===== src/rtl/user_grant_access_bank_pkg.sv =====
// rtl/user_grant_access_bank_pkg.sv - shared state type, default grant ID and counter sizing helper
package user_grant_pkg;

    typedef enum logic [1:0] {
        IDLE    = 2'd0,
        GRANTED = 2'd1,
        LOCKOUT = 2'd2
    } ugab_state_e;

    localparam logic [2:0] DEFAULT_GRANT_ID = 3'b100;

    // Bits needed to hold every value 0..max_val, never less than one.
    function automatic int cnt_w(input int max_val);
        return (max_val < 1) ? 1 : $clog2(max_val + 1);
    endfunction

endpackage


===== src/rtl/user_grant_access_bank_if.sv =====
// rtl/user_grant_access_bank_if.sv - user-agent bus bundle; rd_err exists only with READ_PROTECT_EN
interface user_grant_access_bank_if #(
    parameter int DATA_W   = 8,
    parameter int USR_W    = 3,
    parameter int NUM_REGS = 4
);
    localparam int AW = $clog2(NUM_REGS);

    logic [USR_W-1:0]  usr_id;
    logic              grant_req;
    logic              grant_rel;
    logic              wr_en;
    logic              rd_en;
    logic [AW-1:0]     addr;
    logic [DATA_W-1:0] data_in;
    logic [DATA_W-1:0] data_out;
    logic              rd_valid;
    logic              wr_ack;
    logic              wr_err;
    logic              granted;
    logic              locked;
`ifdef READ_PROTECT_EN
    logic              rd_err;
`endif

    modport master (
        output usr_id, grant_req, grant_rel, wr_en, rd_en, addr, data_in,
        input  data_out, rd_valid, wr_ack, wr_err, granted, locked
`ifdef READ_PROTECT_EN
        , input rd_err
`endif
    );

    modport slave (
        input  usr_id, grant_req, grant_rel, wr_en, rd_en, addr, data_in,
        output data_out, rd_valid, wr_ack, wr_err, granted, locked
`ifdef READ_PROTECT_EN
        , output rd_err
`endif
    );

endinterface


===== src/rtl/user_grant_access_bank_grant_fsm.sv =====
// rtl/user_grant_access_bank_grant_fsm.sv - session FSM with fail, lockout and idle-timeout counters
module ugab_grant_fsm
    import user_grant_pkg::*;
#(
    parameter int               USR_W        = 3,
    parameter logic [USR_W-1:0] GRANT_ID     = USR_W'(DEFAULT_GRANT_ID),
    parameter int               MAX_FAIL     = 3,
    parameter int               LOCK_CYCLES  = 16,
    parameter int               SESS_TIMEOUT = 64
) (
    input  logic             clk,
    input  logic             rst,
    input  logic [USR_W-1:0] usr_id,
    input  logic             grant_req,
    input  logic             grant_rel,
    input  logic             access,
    output logic             granted,
    output logic             locked,
    output logic [USR_W-1:0] sess_id
);

    localparam int FW = cnt_w(MAX_FAIL);
    localparam int LW = cnt_w(LOCK_CYCLES);
    localparam int IW = cnt_w(SESS_TIMEOUT);

    localparam logic [FW-1:0] FAIL_LAST = FW'(MAX_FAIL - 1);
    localparam logic [LW-1:0] LOCK_INIT = LW'(LOCK_CYCLES);
    localparam logic [IW-1:0] IDLE_LAST = IW'(SESS_TIMEOUT - 1);

    ugab_state_e      state, state_n;
    logic [FW-1:0]    fail_cnt, fail_n;
    logic [LW-1:0]    lock_cnt, lock_n;
    logic [IW-1:0]    idle_cnt, idle_n;
    logic [USR_W-1:0] sess_n;

    always_ff @(posedge clk or posedge rst) begin
        if (rst) begin
            state    <= IDLE;
            fail_cnt <= '0;
            lock_cnt <= '0;
            idle_cnt <= '0;
            sess_id  <= '0;
        end else begin
            state    <= state_n;
            fail_cnt <= fail_n;
            lock_cnt <= lock_n;
            idle_cnt <= idle_n;
            sess_id  <= sess_n;
        end
    end

    always_comb begin
        state_n = state;
        fail_n  = fail_cnt;
        lock_n  = lock_cnt;
        idle_n  = idle_cnt;
        sess_n  = sess_id;
        case (state)
            IDLE: begin
                if (grant_req) begin
                    if (usr_id == GRANT_ID) begin
                        state_n = GRANTED;
                        sess_n  = usr_id;
                        fail_n  = '0;
                        idle_n  = '0;
                    end else if (fail_cnt >= FAIL_LAST) begin
                        state_n = LOCKOUT;
                        lock_n  = LOCK_INIT;
                        fail_n  = '0;
                    end else begin
                        fail_n = fail_cnt + 1'b1;
                    end
                end
            end
            GRANTED: begin
                // Release and a foreign user both outrank traffic and grant_req.
                if (grant_rel || (usr_id != sess_id)) begin
                    state_n = IDLE;
                end else if (access) begin
                    idle_n = '0;
                end else if (idle_cnt >= IDLE_LAST) begin
                    state_n = IDLE;
                    idle_n  = '0;
                end else begin
                    idle_n = idle_cnt + 1'b1;
                end
            end
            LOCKOUT: begin
                if (lock_cnt <= LW'(1)) begin
                    state_n = IDLE;
                    lock_n  = '0;
                end else begin
                    lock_n = lock_cnt - 1'b1;
                end
            end
            default: state_n = IDLE;
        endcase
    end

    assign granted = (state == GRANTED);
    assign locked  = (state == LOCKOUT);

endmodule


===== src/rtl/user_grant_access_bank.sv =====
// rtl/user_grant_access_bank.sv - access-controlled register bank; READ_PROTECT_EN restricts reads to the session holder
module user_grant_access_bank
    import user_grant_pkg::*;
#(
    parameter int               DATA_W       = 8,
    parameter int               USR_W        = 3,
    parameter int               NUM_REGS     = 4,
    parameter logic [USR_W-1:0] GRANT_ID     = USR_W'(DEFAULT_GRANT_ID),
    parameter int               MAX_FAIL     = 3,
    parameter int               LOCK_CYCLES  = 16,
    parameter int               SESS_TIMEOUT = 64
) (
    input logic                     clk,
    input logic                     rst,
    user_grant_access_bank_if.slave bus
);

    logic [DATA_W-1:0] regs [NUM_REGS];
    logic [DATA_W-1:0] data_out;
    logic              rd_valid;
    logic              wr_ack;
    logic              wr_err;
    logic              granted;
    logic              locked;
    logic [USR_W-1:0]  sess_id;
    logic              owner;
    logic              wr_ok;

    ugab_grant_fsm #(
        .USR_W        (USR_W),
        .GRANT_ID     (GRANT_ID),
        .MAX_FAIL     (MAX_FAIL),
        .LOCK_CYCLES  (LOCK_CYCLES),
        .SESS_TIMEOUT (SESS_TIMEOUT)
    ) u_fsm (
        .clk       (clk),
        .rst       (rst),
        .usr_id    (bus.usr_id),
        .grant_req (bus.grant_req),
        .grant_rel (bus.grant_rel),
        .access    (bus.wr_en | bus.rd_en),
        .granted   (granted),
        .locked    (locked),
        .sess_id   (sess_id)
    );

    // A user swap revokes the session in the same cycle, so its write is refused.
    assign owner = granted && (bus.usr_id == sess_id);
    assign wr_ok = bus.wr_en && owner;

    always_ff @(posedge clk or posedge rst) begin
        if (rst) begin
            for (int i = 0; i < NUM_REGS; i++) regs[i] <= '0;
        end else if (wr_ok) begin
            regs[bus.addr] <= bus.data_in;
        end
    end

`ifdef READ_PROTECT_EN
    logic rd_err;

    always_ff @(posedge clk or posedge rst) begin
        if (rst) rd_err <= 1'b0;
        else     rd_err <= bus.rd_en && !owner;
    end

    assign bus.rd_err = rd_err;
`endif

    always_ff @(posedge clk or posedge rst) begin
        if (rst) begin
            data_out <= '0;
            rd_valid <= 1'b0;
            wr_ack   <= 1'b0;
            wr_err   <= 1'b0;
        end else begin
            rd_valid <= bus.rd_en;
            wr_ack   <= wr_ok;
            wr_err   <= bus.wr_en && !wr_ok;
            if (bus.rd_en) begin
`ifdef READ_PROTECT_EN
                data_out <= owner ? regs[bus.addr] : '0;
`else
                data_out <= regs[bus.addr];
`endif
            end
        end
    end

    assign bus.data_out = data_out;
    assign bus.rd_valid = rd_valid;
    assign bus.wr_ack   = wr_ack;
    assign bus.wr_err   = wr_err;
    assign bus.granted  = granted;
    assign bus.locked   = locked;

endmodule


===== src/flat_wrapper.sv =====
// flat-port wrapper written by rule: the top's interface ports become plain ports
module user_grant_access_bank_flat import user_grant_pkg::*;
#(
    parameter int               DATA_W       = 8,
    parameter int               USR_W        = 3,
    parameter int               NUM_REGS     = 4,
    parameter logic [USR_W-1:0] GRANT_ID     = USR_W'(DEFAULT_GRANT_ID),
    parameter int               MAX_FAIL     = 3,
    parameter int               LOCK_CYCLES  = 16,
    parameter int               SESS_TIMEOUT = 64
)
  (clk, rst, bus_usr_id, bus_grant_req, bus_grant_rel, bus_wr_en, bus_rd_en, bus_addr, bus_data_in, bus_data_out, bus_rd_valid, bus_wr_ack, bus_wr_err, bus_granted, bus_locked);
  user_grant_access_bank_if #(.DATA_W(DATA_W), .USR_W(USR_W), .NUM_REGS(NUM_REGS)) bus_i ();
  input logic clk;
  input logic rst;
  input wire logic [$bits(bus_i.usr_id)-1:0] bus_usr_id;
  input wire logic [$bits(bus_i.grant_req)-1:0] bus_grant_req;
  input wire logic [$bits(bus_i.grant_rel)-1:0] bus_grant_rel;
  input wire logic [$bits(bus_i.wr_en)-1:0] bus_wr_en;
  input wire logic [$bits(bus_i.rd_en)-1:0] bus_rd_en;
  input wire logic [$bits(bus_i.addr)-1:0] bus_addr;
  input wire logic [$bits(bus_i.data_in)-1:0] bus_data_in;
  output wire logic [$bits(bus_i.data_out)-1:0] bus_data_out;
  output wire logic [$bits(bus_i.rd_valid)-1:0] bus_rd_valid;
  output wire logic [$bits(bus_i.wr_ack)-1:0] bus_wr_ack;
  output wire logic [$bits(bus_i.wr_err)-1:0] bus_wr_err;
  output wire logic [$bits(bus_i.granted)-1:0] bus_granted;
  output wire logic [$bits(bus_i.locked)-1:0] bus_locked;
  assign bus_i.usr_id = bus_usr_id;
  assign bus_i.grant_req = bus_grant_req;
  assign bus_i.grant_rel = bus_grant_rel;
  assign bus_i.wr_en = bus_wr_en;
  assign bus_i.rd_en = bus_rd_en;
  assign bus_i.addr = bus_addr;
  assign bus_i.data_in = bus_data_in;
  assign bus_data_out = bus_i.data_out;
  assign bus_rd_valid = bus_i.rd_valid;
  assign bus_wr_ack = bus_i.wr_ack;
  assign bus_wr_err = bus_i.wr_err;
  assign bus_granted = bus_i.granted;
  assign bus_locked = bus_i.locked;
  user_grant_access_bank #(.DATA_W(DATA_W), .USR_W(USR_W), .NUM_REGS(NUM_REGS), .GRANT_ID(GRANT_ID), .MAX_FAIL(MAX_FAIL), .LOCK_CYCLES(LOCK_CYCLES), .SESS_TIMEOUT(SESS_TIMEOUT)) u_core (.clk(clk), .rst(rst), .bus(bus_i));
endmodule

===== config.mk =====
export PLATFORM = sky130hd
export DESIGN_NAME = user_grant_access_bank_flat
export DESIGN_NICKNAME = d
export VERILOG_FILES = /design/src/rtl/user_grant_access_bank_pkg.sv /design/src/rtl/user_grant_access_bank_if.sv /design/src/rtl/user_grant_access_bank_grant_fsm.sv /design/src/rtl/user_grant_access_bank.sv /design/src/flat_wrapper.sv
export SDC_FILE = /design/constraint.sdc
export NUM_CORES = 1
export LEC_CHECK = 0
export BUFFER_PORTS_ARGS = -buffer_cell sky130_fd_sc_hd__buf_4
export CAP_MARGIN = 25
export CELL_PAD_IN_SITES_DETAIL_PLACEMENT = 1
export CELL_PAD_IN_SITES_GLOBAL_PLACEMENT = 1
export CORE_MARGIN = 3
export CORE_UTILIZATION = 43
export CTS_CLUSTER_SIZE = 30
export DETAILED_ROUTE_END_ITERATION = 6
export HOLD_SLACK_MARGIN = 0.05
export PLACE_DENSITY_LB_ADDON = 0.1
export SLEW_MARGIN = 20
export SYNTH_ARGS = -nofsm -noshare
export SYNTH_HDL_FRONTEND = slang
export SYNTH_HIERARCHICAL = 1
export SYNTH_SLANG_ARGS = --single-unit

===== constraint.sdc =====
create_clock -name clk -period 1.65 [get_ports clk]
set_input_delay 0.33 -clock clk [delete_from_list [all_inputs] [get_ports clk]]
set_output_delay 0.33 -clock clk [all_outputs]
set_load 0.1 [all_outputs]

==> results of run 1 <==
[sequential cells by signal (all words and copies together) (netlist names)]
| register | cells |
|---|---|
| u_core/bus.wr_err | 1 |
| u_core/bus.wr_ack | 1 |
| u_core/u_fsm/fail_cnt | 2 |
| u_core/u_fsm/state | 2 |
| u_core/u_fsm/lock_cnt | 5 |
| u_core/bus.rd_valid | 1 |
| u_core/bus.data_out | 8 |
| u_core/u_fsm/idle_cnt | 7 |
| u_core/regs | 32 |
| u_core/u_fsm/sess_id | 3 |
[metrics by stage]
stage / hold slack (ns) / instance area [µm²]
floorplan: 0.2811 / 3045
global placement: 0.3887 / 3598
detailed placement: 0.3979 / 3598
CTS: 0.2271 / 3990
global route: 0.2381 / 4023
finish: 0.2515 / 4023
[logic make-up after synthesis]
kind of cell / share of synthesized area
and+or+nand+nor: 0.1134
buffers and inverters: 0.02446
adders and majority gates: 0.01265
muxes: 0.2235
xor gates and xnor gates: 0.03206
DFF: 0.5230
AOI/OAI and AO/OA: 0.07086
[cells in the final DEF (no fill, tap or decap), drive strengths merged, types with 4 or more instances in the layout]
| cell | count |
|---|---|
| nor4 | 4 |
| mux2 | 42 |
| xnor2 | 7 |
| nor2 | 4 |
| mux4 | 8 |
| inv | 11 |
| o21ai | 5 |
| buf | 63 |
| nand2 | 9 |
| dfrtp | 62 |
| clkbuf | 11 |
[report_power, final]
part           leakage [µW]  total, µW  switching, µW  internal, µW
registers          0.000839       1880            189          1690
clock network      0.000113       1490            596           895
logic              0.000940       1220            654           570
total               0.00189       4590           1440          3150
[repair_timing]
item                                    CTS  global route
pin swaps                                 5             4
endpoints found under the setup margin   39            40
buffers inserted                          2             2
endpoints found under the hold margin    19             0
gates resized for setup                  35             4
hold buffers                              1             0
[worst min-delay path by stage]
stage,start,slack (ns),end,cells after the start
CTS,bus_data_in[1],0.23,u_core/regs[1]$_DFFE_PP0P_,2
global placement,rst,0.39,u_core/u_fsm/lock_cnt[1]$_DFFE_PP0P_,3
finish,bus_data_in[6],0.25,u_core/regs[30]$_DFFE_PP0P_,2
floorplan,rst,0.28,u_core/u_fsm/fail_cnt[0]$_DFFE_PP0P_,1
global route,bus_data_in[2],0.24,u_core/regs[26]$_DFFE_PP0P_,2
detailed placement,rst,0.40,u_core/u_fsm/idle_cnt[1]$_DFFE_PP0P_,3
[metal layers]
layer	global-route usage	share of wire	vias up	wire [µm]
met5	0	0	-	0
met4	0.05683	0.0094	0	65
met3	0.04977	0.033	7	231
met2	0.3522	0.53	33	3648
met1	0.2411	0.43	1042	2998
li1	-	-	920	-
[layout make-up]
cell class,count,area share
clock buffer,11,0.03515
clock inverter,5,0.02053
inverter,12,0.01213
multi-input combinational,134,0.3751
sequential,62,0.3857
tap,77,0.02395
timing repair buffer,64,0.1474
==> impl_metrics.prom, run 1 <==
# TYPE chip_impl_metric gauge
chip_impl_metric{name="area_taken_by_multi_input_logic_gates",unit="mm²"} 0.001509
chip_impl_metric{name="ys_seq_area_frac",unit=""} 0.5230
chip_impl_info{name="crit_end",value="u_core/regs[13]$_DFFE_PP0P_"} 1
chip_impl_metric{name="detail_route.wl_per_cell",unit="µm"} 19.02
chip_impl_metric{name="finClkSkew",unit="ns"} 0.01082
chip_impl_metric{name="initial_utilization",unit=""} 0.4542
chip_impl_metric{name="avgViaCountPerCell",unit=""} 5.485
chip_impl_metric{name="synth.distinct_cells",unit=""} 50
chip_impl_metric{name="diodes",unit=""} 0
chip_impl_metric{name="insertion_delay",unit="ns"} 0.34
chip_impl_info{name="cts_tree",value="built"} 1
chip_impl_metric{name="synthesis.yosys.warnings",unit=""} 6
chip_impl_info{name="crit_path_cell_trace",value="buf_6 > nor2b_4 > nand4b_1 > nor4_4 > buf_12 > mux2_2"} 1
chip_impl_metric{name="hpwl",unit="µm"} 4671
chip_impl_metric{name="final-instance-count-excl-fill",unit=""} 365
chip_impl_metric{name="port_buffers",unit=""} 31
chip_impl_info{name="crit_path_start_kind",value="register"} 1
chip_impl_metric{name="power.ir.vdd_worst",unit="mV"} 1.072
chip_impl_metric{name="timing_max_transition_violations_final",unit=""} 0
chip_impl_metric{name="fin_ws",unit="ns"} -0.06513
chip_impl_metric{name="clock_path_buffers",unit=""} 2
chip_impl_metric{name="layout.filler_cells",unit=""} 640
chip_impl_metric{name="worstSetupPathDepth",unit=""} 6
chip_impl_metric{name="global_route_wire_length_before_repair",unit="µm"} 11720
chip_impl_metric{name="core",unit="mm²"} 0.006531
chip_impl_metric{name="path_clk_slew",unit="ns"} 0.08
chip_impl_metric{name="cts.sinks",unit=""} 62
chip_impl_metric{name="synth_top_area_share",unit=""} 0.5230
chip_impl_metric{name="worstMarginPinSlew",unit="ns"} 0.4372
chip_impl_metric{name="finalSetupViolations",unit=""} 31
chip_impl_metric{name="syn-mean-instance-area",unit="µm²"} 13.99
chip_impl_metric{name="globalRoute.totalOverflow",unit=""} 0
chip_impl_info{name="startpoint",value="u_core/u_fsm/state[1]$_DFFE_PP0P_"} 1
chip_impl_metric{name="ioPinCount",unit=""} 32
chip_impl_metric{name="routed_wirelength",unit="µm"} 6943
chip_impl_info{name="end_kind",value="register"} 1
chip_impl_info{name="critPathTopFamily",value="simple AND/OR/NAND/NOR gates"} 1
chip_impl_metric{name="chipHeight",unit="µm"} 89.06
chip_impl_info{name="synth.most_common_cell",value="sky130_fd_sc_hd__dfrtp_1"} 1
chip_impl_info{name="reg2reg_to",value="u_core/regs[13]$_DFFE_PP0P_"} 1
chip_impl_info{name="synth_top_cells_by_count",value="sky130_fd_sc_hd__dfrtp_1, sky130_fd_sc_hd__mux2_2, sky130_fd_sc_hd__inv_1"} 1
chip_impl_metric{name="pre_cts_slack",unit="ns"} -0.2134
chip_impl_metric{name="num_vias",unit=""} 2002
chip_impl_metric{name="cts_inserted_buffers",unit=""} 9
chip_impl_metric{name="worst-endpoint-required",unit="ns"} 1.87
chip_impl_info{name="yosys_most_used_dff",value="sky130_fd_sc_hd__dfrtp_1"} 1
chip_impl_metric{name="design_power_total",unit="µW"} 4590
chip_impl_metric{name="route.detailed.drc",unit=""} 0
chip_impl_metric{name="final_antenna_net_count",unit=""} 0
chip_impl_info{name="violated_checks",value="negative setup slack"} 1
chip_impl_info{name="cts_root_buf",value="sky130_fd_sc_hd__clkbuf_8"} 1
chip_impl_metric{name="grt_start_max_net_pins",unit=""} 44
chip_impl_metric{name="crit_arrival",unit="ns"} 1.93
chip_impl_metric{name="finalCriticalPeriod",unit="ns"} 1.715
chip_impl_metric{name="core.rowCount",unit=""} 29
chip_impl_metric{name="grt_pass1_vias",unit=""} 2288
chip_impl_metric{name="post_route_clock_period_utilization",unit=""} 1.039
chip_impl_metric{name="max_freq",unit="GHz"} 0.5830
chip_impl_metric{name="timing.max_cap.violations",unit=""} 0
chip_impl_metric{name="max_fanout_on_critical_path",unit=""} 8
chip_impl_metric{name="mapped_nets",unit=""} 234
chip_impl_info{name="worstReg2RegStart",value="u_core/u_fsm/state[1]$_DFFE_PP0P_"} 1
chip_impl_metric{name="globalRouteTotalUtil",unit=""} 0.1990
chip_impl_metric{name="area.sequential",unit="mm²"} 0.001551
chip_impl_info{name="cpMaxStageDelayCell",value="sky130_fd_sc_hd__dfrtp_1"} 1
chip_impl_info{name="criticalPathCategory",value="register to register"} 1
chip_impl_metric{name="clock_tree.htree_level_count",unit=""} 3
chip_impl_metric{name="post_route_cells_drive_above_1_share",unit=""} 0.5347
chip_impl_metric{name="utilization",unit=""} 0.6159
chip_impl_metric{name="synth_cells",unit=""} 212
chip_impl_info{name="grt_setup_unrepaired",value="true"} 1
chip_impl_metric{name="share_of_flip_flops_with_an_asynchronous_set_or_reset_after_synthesis",unit=""} 1.000
chip_impl_metric{name="syn2layout_area_growth",unit="%"} 35.60
chip_impl_info{name="synth_top_cells_by_area",value="sky130_fd_sc_hd__dfrtp_1, sky130_fd_sc_hd__mux2_2, sky130_fd_sc_hd__mux4_2"} 1
chip_impl_metric{name="timing.critical_path.buf_inv",unit=""} 2
chip_impl_metric{name="initial_antenna_violation_count",unit=""} 0
chip_impl_metric{name="place_congestion",unit=""} 0.7311
chip_impl_metric{name="die_w",unit="µm"} 89.06
chip_impl_info{name="run_status",value="finished, violations left"} 1
chip_impl_metric{name="p_leak",unit="µW"} 0.001893
chip_impl_metric{name="netlist_area",unit="mm²"} 0.002967
chip_impl_metric{name="r2r_setup_slack",unit="ns"} -0.07
chip_impl_info{name="yosysTopAreaCell",value="sky130_fd_sc_hd__dfrtp_1"} 1
chip_impl_info{name="hold_path.class",value="input pin to register"} 1
chip_impl_metric{name="worst_slew_margin_rel",unit=""} 0.7083
chip_impl_metric{name="critical_path.max_stage_delay",unit="ns"} 0.42
chip_impl_metric{name="cellPowerDensity",unit="mW/mm²"} 1141
chip_impl_metric{name="post-place-cells",unit=""} 344
chip_impl_metric{name="r2r_cells",unit=""} 6
chip_impl_metric{name="finalSetupTns",unit="ns"} -0.9518
chip_impl_metric{name="final_hold_viol_count",unit=""} 0
chip_impl_metric{name="synth-seq-cells",unit=""} 62
chip_impl_metric{name="drt_pass1_iterations",unit=""} 4
chip_impl_metric{name="synth_edf_count",unit=""} 0
chip_impl_metric{name="layout_net_count",unit=""} 305
chip_impl_metric{name="floorplan.die_area",unit="mm²"} 0.007932
chip_impl_metric{name="first_iter_violations",unit=""} 57
Note: power is estimated with default switching activity, not from simulation.
==> run 2, diff against run 1 <==
- ABC_AREA: not set -> 1
- CORE_UTILIZATION: 43 -> 39
==> run 2 against run 1 <==
The flow now finishes without violations. Flip-flop and latch count unchanged. Synthesized cell count increased by 92%. Combinational power down 5%. Sequential share of layout area increased by 1.5 points. Critical path depth decreased by 2. Worst setup slack better by 0.14 ns. Count of clock-buffer cells in the layout unchanged. Area after synthesis increased by 7.8%. Global-route usage increased by 0.28 points. Total power down 0.92%.
==> impl_metrics.prom, run 2 <==
# TYPE chip_impl_metric gauge
chip_impl_metric{name="synth.distinct_cells",unit=""} 26
chip_impl_metric{name="post-place-cells",unit=""} 543
chip_impl_metric{name="insertion_delay",unit="ns"} 0.35
chip_impl_metric{name="path_clk_slew",unit="ns"} 0.07
chip_impl_metric{name="timing_max_transition_violations_final",unit=""} 0
chip_impl_metric{name="cellPowerDensity",unit="mW/mm²"} 1176
chip_impl_metric{name="synth_edf_count",unit=""} 0
chip_impl_metric{name="max_fanout_on_critical_path",unit=""} 4
chip_impl_info{name="worst_hold_startpoint",value="bus_rd_en"} 1
chip_impl_metric{name="max_freq",unit="GHz"} 0.6368
chip_impl_metric{name="worst_slew_margin_rel",unit=""} 0.7142
chip_impl_metric{name="clock_path_buffers",unit=""} 2
chip_impl_metric{name="power.ir.vdd_worst",unit="mV"} 0.6128
chip_impl_metric{name="diodes",unit=""} 0
chip_impl_metric{name="synth_cells",unit=""} 408
chip_impl_metric{name="cts_inserted_buffers",unit=""} 9
chip_impl_metric{name="critical_path.max_stage_delay",unit="ns"} 0.41
chip_impl_metric{name="detail_route.wl_per_cell",unit="µm"} 15.26
chip_impl_metric{name="synthesis.yosys.warnings",unit=""} 6
chip_impl_metric{name="place_congestion",unit=""} 0.7878
chip_impl_info{name="criticalPathCategory",value="register to output port"} 1
chip_impl_metric{name="initial_antenna_violation_count",unit=""} 0
chip_impl_metric{name="grt_pass1_vias",unit=""} 2850
chip_impl_metric{name="avgViaCountPerCell",unit=""} 5.109
chip_impl_metric{name="routed_wirelength",unit="µm"} 8560
chip_impl_metric{name="chipHeight",unit="µm"} 96.54
chip_impl_metric{name="ioPinCount",unit=""} 32
chip_impl_metric{name="globalRoute.totalOverflow",unit=""} 0
chip_impl_info{name="yosysTopAreaCell",value="sky130_fd_sc_hd__dfrtp_1"} 1
chip_impl_metric{name="finalCriticalPeriod",unit="ns"} 1.570
chip_impl_metric{name="r2r_cells",unit=""} 7
chip_impl_metric{name="worstSetupPathDepth",unit=""} 4
chip_impl_metric{name="post_route_clock_period_utilization",unit=""} 0.9518
chip_impl_metric{name="port_buffers",unit=""} 31
chip_impl_metric{name="layout.filler_cells",unit=""} 990
chip_impl_metric{name="synth-seq-cells",unit=""} 62
chip_impl_info{name="crit_path_start_kind",value="register"} 1
chip_impl_info{name="grt_setup_unrepaired",value="true"} 1
chip_impl_info{name="end_kind",value="output port"} 1
chip_impl_info{name="topRoutingLayerUsed",value="met4"} 1
chip_impl_metric{name="floorplan.die_area",unit="mm²"} 0.009319
chip_impl_metric{name="placedInstanceArea",unit="mm²"} 0.003601
chip_impl_metric{name="m1WireLength",unit="µm"} 4193
chip_impl_metric{name="largest_reg_flops",unit=""} 32
chip_impl_info{name="synth.most_common_cell",value="sky130_fd_sc_hd__nand2_1"} 1
chip_impl_metric{name="globalRouteTotalUtil",unit=""} 0.2018
chip_impl_metric{name="final_antenna_net_count",unit=""} 0
chip_impl_metric{name="layout_net_count",unit=""} 476
chip_impl_info{name="largest-register",value="u_core/regs"} 1
chip_impl_metric{name="p_leak",unit="µW"} 0.002135
chip_impl_metric{name="global_route_wire_length_before_repair",unit="µm"} 14120
chip_impl_info{name="synth_top_cells_by_count",value="sky130_fd_sc_hd__nand2_1, sky130_fd_sc_hd__dfrtp_1, sky130_fd_sc_hd__nand4_1"} 1
chip_impl_info{name="cpMaxStageDelayCell",value="sky130_fd_sc_hd__dfrtp_1"} 1
chip_impl_metric{name="finalSetupTns",unit="ns"} 0
chip_impl_metric{name="post-route-cell-area",unit="mm²"} 0.003867
chip_impl_metric{name="hpwl",unit="µm"} 6070
chip_impl_metric{name="timing.max_cap.violations",unit=""} 0
chip_impl_metric{name="fin_hold_ws",unit="ns"} 0.1810
chip_impl_metric{name="mapped_nets",unit=""} 430
chip_impl_metric{name="r2r_setup_slack",unit="ns"} 0.10
chip_impl_metric{name="die_w",unit="µm"} 96.54
chip_impl_metric{name="syn-mean-instance-area",unit="µm²"} 7.835
chip_impl_metric{name="min_path_cells",unit=""} 1
chip_impl_info{name="crit_path_cell_trace",value="inv_2 > nor2_4 > buf_6 > buf_12"} 1
chip_impl_info{name="most_frequent_standard_cell_in_the_layout_excluding_fill_and_tap_cells",value="sky130_fd_sc_hd__nand2_1"} 1
chip_impl_metric{name="finClkSkew",unit="ns"} 0.01380
chip_impl_metric{name="first_iter_violations",unit=""} 101
chip_impl_metric{name="post_route_cells_drive_above_1_share",unit=""} 0.1874
chip_impl_metric{name="ys_seq_area_frac",unit=""} 0.4853
chip_impl_info{name="cts_tree",value="built"} 1
chip_impl_metric{name="cts.sinks",unit=""} 62
chip_impl_metric{name="met2_wirelength",unit="µm"} 3908
chip_impl_metric{name="worst-endpoint-required",unit="ns"} 1.32
chip_impl_info{name="worstHoldEndpoint",value="u_core/bus.rd_valid$_DFF_PP0_"} 1
chip_impl_info{name="reg2reg_to",value="u_core/regs[12]$_DFFE_PP0P_"} 1
chip_impl_metric{name="crit_arrival",unit="ns"} 1.24
chip_impl_metric{name="core",unit="mm²"} 0.007848
chip_impl_info{name="cts_root_buf",value="sky130_fd_sc_hd__clkbuf_8"} 1
chip_impl_metric{name="netlist_area",unit="mm²"} 0.003197
chip_impl_metric{name="drt_pass1_iterations",unit=""} 4
chip_impl_info{name="worstReg2RegStart",value="u_core/u_fsm/state[0]$_DFFE_PP0P_"} 1
chip_impl_metric{name="initial_utilization",unit=""} 0.4074
chip_impl_info{name="synth_top_cells_by_area",value="sky130_fd_sc_hd__dfrtp_1, sky130_fd_sc_hd__nand2_1, sky130_fd_sc_hd__nand4_1"} 1
chip_impl_metric{name="grt_start_max_net_pins",unit=""} 44
chip_impl_info{name="final_cell_mix",value="sky130_fd_sc_hd__nand2_1, sky130_fd_sc_hd__dfrtp_1, sky130_fd_sc_hd__nand4_1"} 1
chip_impl_metric{name="synth_top_area_share",unit=""} 0.4853
chip_impl_metric{name="share_of_flip_flops_with_an_asynchronous_set_or_reset_after_synthesis",unit=""} 1.000
chip_impl_info{name="layout_top_registers",value="u_core/regs: 32 flops, u_core/bus.data_out: 8 flops, u_core/u_fsm/idle_cnt: 7 flops"} 1
chip_impl_info{name="run_status",value="finished clean"} 1
chip_impl_metric{name="route.detailed.drc",unit=""} 0
chip_impl_metric{name="finalSetupViolations",unit=""} 0
chip_impl_metric{name="core.rowCount",unit=""} 32
chip_impl_metric{name="final_hold_viol_count",unit=""} 0
chip_impl_info{name="yosys_most_used_dff",value="sky130_fd_sc_hd__dfrtp_1"} 1
chip_impl_metric{name="timing.critical_path.buf_inv",unit=""} 3
chip_impl_info{name="hold_path.class",value="input pin to register"} 1
chip_impl_metric{name="utilization",unit=""} 0.4928
chip_impl_metric{name="num_vias",unit=""} 2866
chip_impl_metric{name="final-instance-count-excl-fill",unit=""} 561
chip_impl_metric{name="met3_wirelength",unit="µm"} 331
chip_impl_metric{name="worstMarginPinSlew",unit="ns"} 0.4261
chip_impl_info{name="critPathTopFamily",value="flip-flops"} 1
chip_impl_metric{name="clock_tree.htree_level_count",unit=""} 3
chip_impl_metric{name="syn2layout_area_growth",unit="%"} 20.98
-- run 2: cell types whose count changed after synthesis, moves of 7 or more --
| cell | before | now |
|---|---|---|
| sky130_fd_sc_hd__nand3_1 | 3 | 11 |
| sky130_fd_sc_hd__mux2_2 | 42 | 0 |
| sky130_fd_sc_hd__inv_1 | 12 | 39 |
| sky130_fd_sc_hd__nand4_1 | 3 | 42 |
| sky130_fd_sc_hd__nor2_1 | 4 | 15 |
| sky130_fd_sc_hd__nand2_1 | 9 | 178 |
| sky130_fd_sc_hd__xnor2_1 | 7 | 0 |
| sky130_fd_sc_hd__mux4_2 | 8 | 0 |
-- run 2: worst max path at each step --
stage / end / startpoint
floorplan: u_core/regs[15]$_DFFE_PP0P_ / u_core/u_fsm/state[0]$_DFFE_PP0P_
global placement: u_core/regs[15]$_DFFE_PP0P_ / bus_usr_id[0]
detailed placement: u_core/bus.data_out[3]$_DFFE_PP0P_ / bus_addr[0]
CTS: bus_granted / u_core/u_fsm/state[0]$_DFFE_PP0P_
global route: u_core/regs[12]$_DFFE_PP0P_ / u_core/u_fsm/sess_id[1]$_DFFE_PP0P_
finish: bus_granted / u_core/u_fsm/state[0]$_DFFE_PP0P_
-- run 2: per-stage QoR --
stage          worst slack [ns]  power, µW
4_1_cts                 0.01793       4592
5_1_grt                -0.02430       4843
3_3_place_gp             0.1655       2968
3_5_place_dp             0.1018       3011
2_1_floorplan           -0.1492       2701
6_report                0.07954       4548
-- run 2: power by group --
part | switching, µW | internal, µW | leakage (µW)
clock | 647 | 895 | 0.000110
combinational | 771 | 388 | 0.00119
sequential | 150 | 1700 | 0.000833
total | 1570 | 2980 | 0.00213
-- run 2: area by class of cell --
cell class / instances / area, µm² / area share
multi-input cells: 290 / 1396 / 0.3610
clock buffers: 11 / 141.4 / 0.03656
well taps: 102 / 127.6 / 0.03300
clock inverters: 5 / 81.33 / 0.02103
repair buffers: 47 / 404.1 / 0.1045
flip-flops and latches: 62 / 1551 / 0.4012
inverters: 44 / 165.2 / 0.04270
-- run 2: per-layer routing --
metal | track usage | up-vias
li1 | - | 1401
met3 | 0.03098 | 10
met4 | 0.08995 | 0
met2 | 0.3000 | 58
met5 | 0 | -
met1 | 0.2895 | 1397
-- run 2: logic make-up after synthesis --
family,Yosys count,share of synthesized area
DFF,62,0.4853
adders and majority gates,3,0.01174
AOI/OAI and AO/OA,15,0.02700
buffers and inverters,56,0.08180
and+or+nand+nor,269,0.3859
xor gates and xnor gates,3,0.008221
-- run 2: what timing repair did --
item,4_1_cts,5_1_grt
resized for setup,5,2
endpoints found under the setup margin,2,7
hold endpoints to repair,62,0
pin swaps,0,0
hold buffers,1,0
buffers inserted,0,1
-- run 2: worst register-to-register path, stage by stage (launching register included) --
cell,delay [ns]
sky130_fd_sc_hd__dfrtp_1,0.41
sky130_fd_sc_hd__inv_2,0.09
sky130_fd_sc_hd__nor2_4,0.11
sky130_fd_sc_hd__nand2_1,0.10
sky130_fd_sc_hd__nor2_4,0.18
sky130_fd_sc_hd__nand4_2,0.30
sky130_fd_sc_hd__nand2_1,0.18
sky130_fd_sc_hd__nand2_1,0.07
==> run 3, diff against run 2 <==
- CORE_ASPECT_RATIO: not set -> 2
==> run 3 against run 2 <==
Critical path depth is 1 lower. Combinational power hardly changed. Count of clock-buffer cells in the layout is 1 higher. Routed wire length is 3.3% higher. Clock power is 8% higher. Total power is 3.1% higher. Cell count is 2.1% lower. Flip-flop and latch count stayed put. Worst setup slack worse by 0.013 ns. Non-clock buffer count is 4 lower. Largest power group unchanged. Highest routed layer unchanged.
==> impl_metrics.prom, run 3 (same netlist as run 2, synthesis figures left out) <==
# TYPE chip_impl_metric gauge
chip_impl_metric{name="critical_path.max_stage_delay",unit="ns"} 0.42
chip_impl_metric{name="first_iter_violations",unit=""} 66
chip_impl_metric{name="final-instance-count-excl-fill",unit=""} 549
chip_impl_metric{name="ioPinCount",unit=""} 32
chip_impl_metric{name="power.ir.vdd_worst",unit="mV"} 0.6228
chip_impl_metric{name="finClkSkew",unit="ns"} 0.003783
chip_impl_metric{name="path_clk_slew",unit="ns"} 0.05
chip_impl_metric{name="design_power_total",unit="µW"} 4690
chip_impl_metric{name="timing_max_transition_violations_final",unit=""} 0
chip_impl_metric{name="final_hold_viol_count",unit=""} 0
chip_impl_metric{name="worst_slew_margin_rel",unit=""} 0.7747
chip_impl_metric{name="p_leak",unit="µW"} 0.002133
chip_impl_metric{name="initial_utilization",unit=""} 0.4025
chip_impl_metric{name="post_route_clock_period_utilization",unit=""} 0.9597
chip_impl_metric{name="clock_tree.htree_level_count",unit=""} 3
chip_impl_metric{name="layout_net_count",unit=""} 472
chip_impl_info{name="crit_path_cell_trace",value="inv_1 > nor2_4 > buf_4"} 1
chip_impl_metric{name="core",unit="mm²"} 0.007943
chip_impl_metric{name="hpwl",unit="µm"} 6549
chip_impl_metric{name="detail_route.wl_per_cell",unit="µm"} 16.10
chip_impl_metric{name="worst-endpoint-required",unit="ns"} 1.32
chip_impl_metric{name="port_buffers",unit=""} 31
chip_impl_metric{name="grt_pass1_vias",unit=""} 3057
chip_impl_metric{name="die_w",unit="µm"} 70.02
chip_impl_metric{name="timing.max_cap.violations",unit=""} 0
chip_impl_metric{name="worstMarginPinSlew",unit="ns"} 0.3380
chip_impl_metric{name="crit_arrival",unit="ns"} 1.25
chip_impl_info{name="crit_path_start_kind",value="register"} 1
chip_impl_metric{name="post-route-cell-area",unit="mm²"} 0.003869
chip_impl_metric{name="max_freq",unit="GHz"} 0.6315
chip_impl_metric{name="place_congestion",unit=""} 0.7867
chip_impl_metric{name="final_antenna_net_count",unit=""} 0
chip_impl_metric{name="post-place-cells",unit=""} 534
chip_impl_metric{name="syn2layout_area_growth",unit="%"} 21.02
chip_impl_info{name="largest-register",value="u_core/regs"} 1
chip_impl_metric{name="finalCriticalPeriod",unit="ns"} 1.584
chip_impl_metric{name="drt_pass1_iterations",unit=""} 4
chip_impl_metric{name="globalRoute.totalOverflow",unit=""} 0
chip_impl_metric{name="globalRouteTotalUtil",unit=""} 0.2050
chip_impl_metric{name="global_route_wire_length_before_repair",unit="µm"} 14950
chip_impl_metric{name="post_route_cells_drive_above_1_share",unit=""} 0.1744
chip_impl_metric{name="floorplan.die_area",unit="mm²"} 0.009385
chip_impl_metric{name="max_fanout_on_critical_path",unit=""} 3
chip_impl_info{name="layout_top_registers",value="u_core/regs: 32 flops, u_core/bus.data_out: 8 flops, u_core/u_fsm/idle_cnt: 7 flops"} 1
chip_impl_metric{name="diodes",unit=""} 0
chip_impl_info{name="final_cell_mix",value="sky130_fd_sc_hd__nand2_1, sky130_fd_sc_hd__dfrtp_1, sky130_fd_sc_hd__nand4_1"} 1
chip_impl_metric{name="placedInstanceArea",unit="mm²"} 0.003583
chip_impl_metric{name="avgViaCountPerCell",unit=""} 5.193
chip_impl_metric{name="post_cts_buffers",unit=""} 0
chip_impl_metric{name="routed_wirelength",unit="µm"} 8840
chip_impl_info{name="hold_path.class",value="input pin to register"} 1
chip_impl_metric{name="core.rowCount",unit=""} 46
chip_impl_metric{name="finalSetupViolations",unit=""} 0
chip_impl_metric{name="insertion_delay",unit="ns"} 0.33
chip_impl_metric{name="num_vias",unit=""} 2851
chip_impl_metric{name="largest_reg_flops",unit=""} 32
chip_impl_info{name="most_frequent_standard_cell_in_the_layout_excluding_fill_and_tap_cells",value="sky130_fd_sc_hd__nand2_1"} 1
chip_impl_info{name="grt_setup_unrepaired",value="false"} 1
chip_impl_info{name="criticalPathCategory",value="register to output port"} 1
chip_impl_metric{name="cts.sinks",unit=""} 62
chip_impl_metric{name="grt_start_max_net_pins",unit=""} 44
chip_impl_info{name="cts_root_buf",value="sky130_fd_sc_hd__clkbuf_16"} 1
chip_impl_metric{name="chipHeight",unit="µm"} 134.0
chip_impl_info{name="cts_tree",value="built"} 1
chip_impl_metric{name="clock_path_buffers",unit=""} 2
chip_impl_metric{name="cts_inserted_buffers",unit=""} 9
chip_impl_info{name="run_status",value="finished clean"} 1
chip_impl_info{name="cpMaxStageDelayCell",value="sky130_fd_sc_hd__dfrtp_1"} 1
chip_impl_info{name="end_kind",value="output port"} 1
chip_impl_metric{name="cellPowerDensity",unit="mW/mm²"} 1212
chip_impl_metric{name="layout.filler_cells",unit=""} 1013
chip_impl_metric{name="initial_antenna_violation_count",unit=""} 0
chip_impl_metric{name="route.detailed.drc",unit=""} 0
[run 3: final timing paths]
path / slack (ns) / cells after the start / start / end
worst max-delay path: 0.07 / 3 / u_core/u_fsm/state[1]$_DFFE_PP0P_ / bus_locked
worst min-delay path: 0.20 / 1 / bus_rd_en / u_core/bus.rd_valid$_DFF_PP0_
worst max register to register: 0.15 / 7 / u_core/u_fsm/state[0]$_DFFE_PP0P_ / u_core/regs[18]$_DFFE_PP0P_
worst min register to register: 0.47 / 2 / u_core/regs[17]$_DFFE_PP0P_ / u_core/regs[17]$_DFFE_PP0P_
max in group asynchronous: 0.81 / 4 / rst / u_core/regs[17]$_DFFE_PP0P_
min in group asynchronous: 0.60 / 4 / rst / u_core/u_fsm/idle_cnt[1]$_DFFE_PP0P_
[run 3: cell type report]
cell class	count	area (µm²)	share of cell area
flip-flops and latches	62	1551	0.4010
multi-input cells	290	1396	0.3609
repair buffers	43	379.1	0.09799
clock buffers	12	246.5	0.06371
inverters	44	165.2	0.04269
well taps	96	120.1	0.03105
clock inverters	2	10.01	0.002587
[run 3: critical path, delay by kind of cell (launching register included)]
family	cells	cell delay [ns]
and+or+nand+nor	1	0.10
buffers and inverters	2	0.41
DFF	1	0.42
[run 3: what timing repair did]
action                                  CTS  global route
hold buffers                              1             0
endpoints found under the hold margin     8             0
endpoints found under the setup margin    1             3
resized for setup                         2             3
[run 3: power breakdown]
part	switching [µW]	total [µW]	internal, µW
Combinational	797	1180	381
Clock	633	1670	1030
Sequential	144	1840	1700
Total	1570	4690	3120
[run 3: per-stage QoR]
step                setup TNS, ns  utilization  worst slack, ns  hold slack, ns
floorplan                  -4.848            -          -0.1492          0.2811
global placement                0       0.4512           0.1679          0.3957
detailed placement              0       0.4512           0.1038          0.4028
CTS                             0       0.4857          0.01567          0.1888
global route                    0       0.4871          0.01749          0.1990
finish                          0       0.4871          0.06642          0.1992
[run 3: per-layer routing]
| layer | routed length [µm] | global-route usage | vias to the layer above |
|---|---|---|---|
| met2 | 5117 | 0.3904 | 35 |
| met4 | 189 | 0.07889 | 0 |
| met5 | 0 | 0 | - |
| met1 | 3299 | 0.2159 | 1410 |
| met3 | 234 | 0.04051 | 12 |
| li1 | - | - | 1394 |
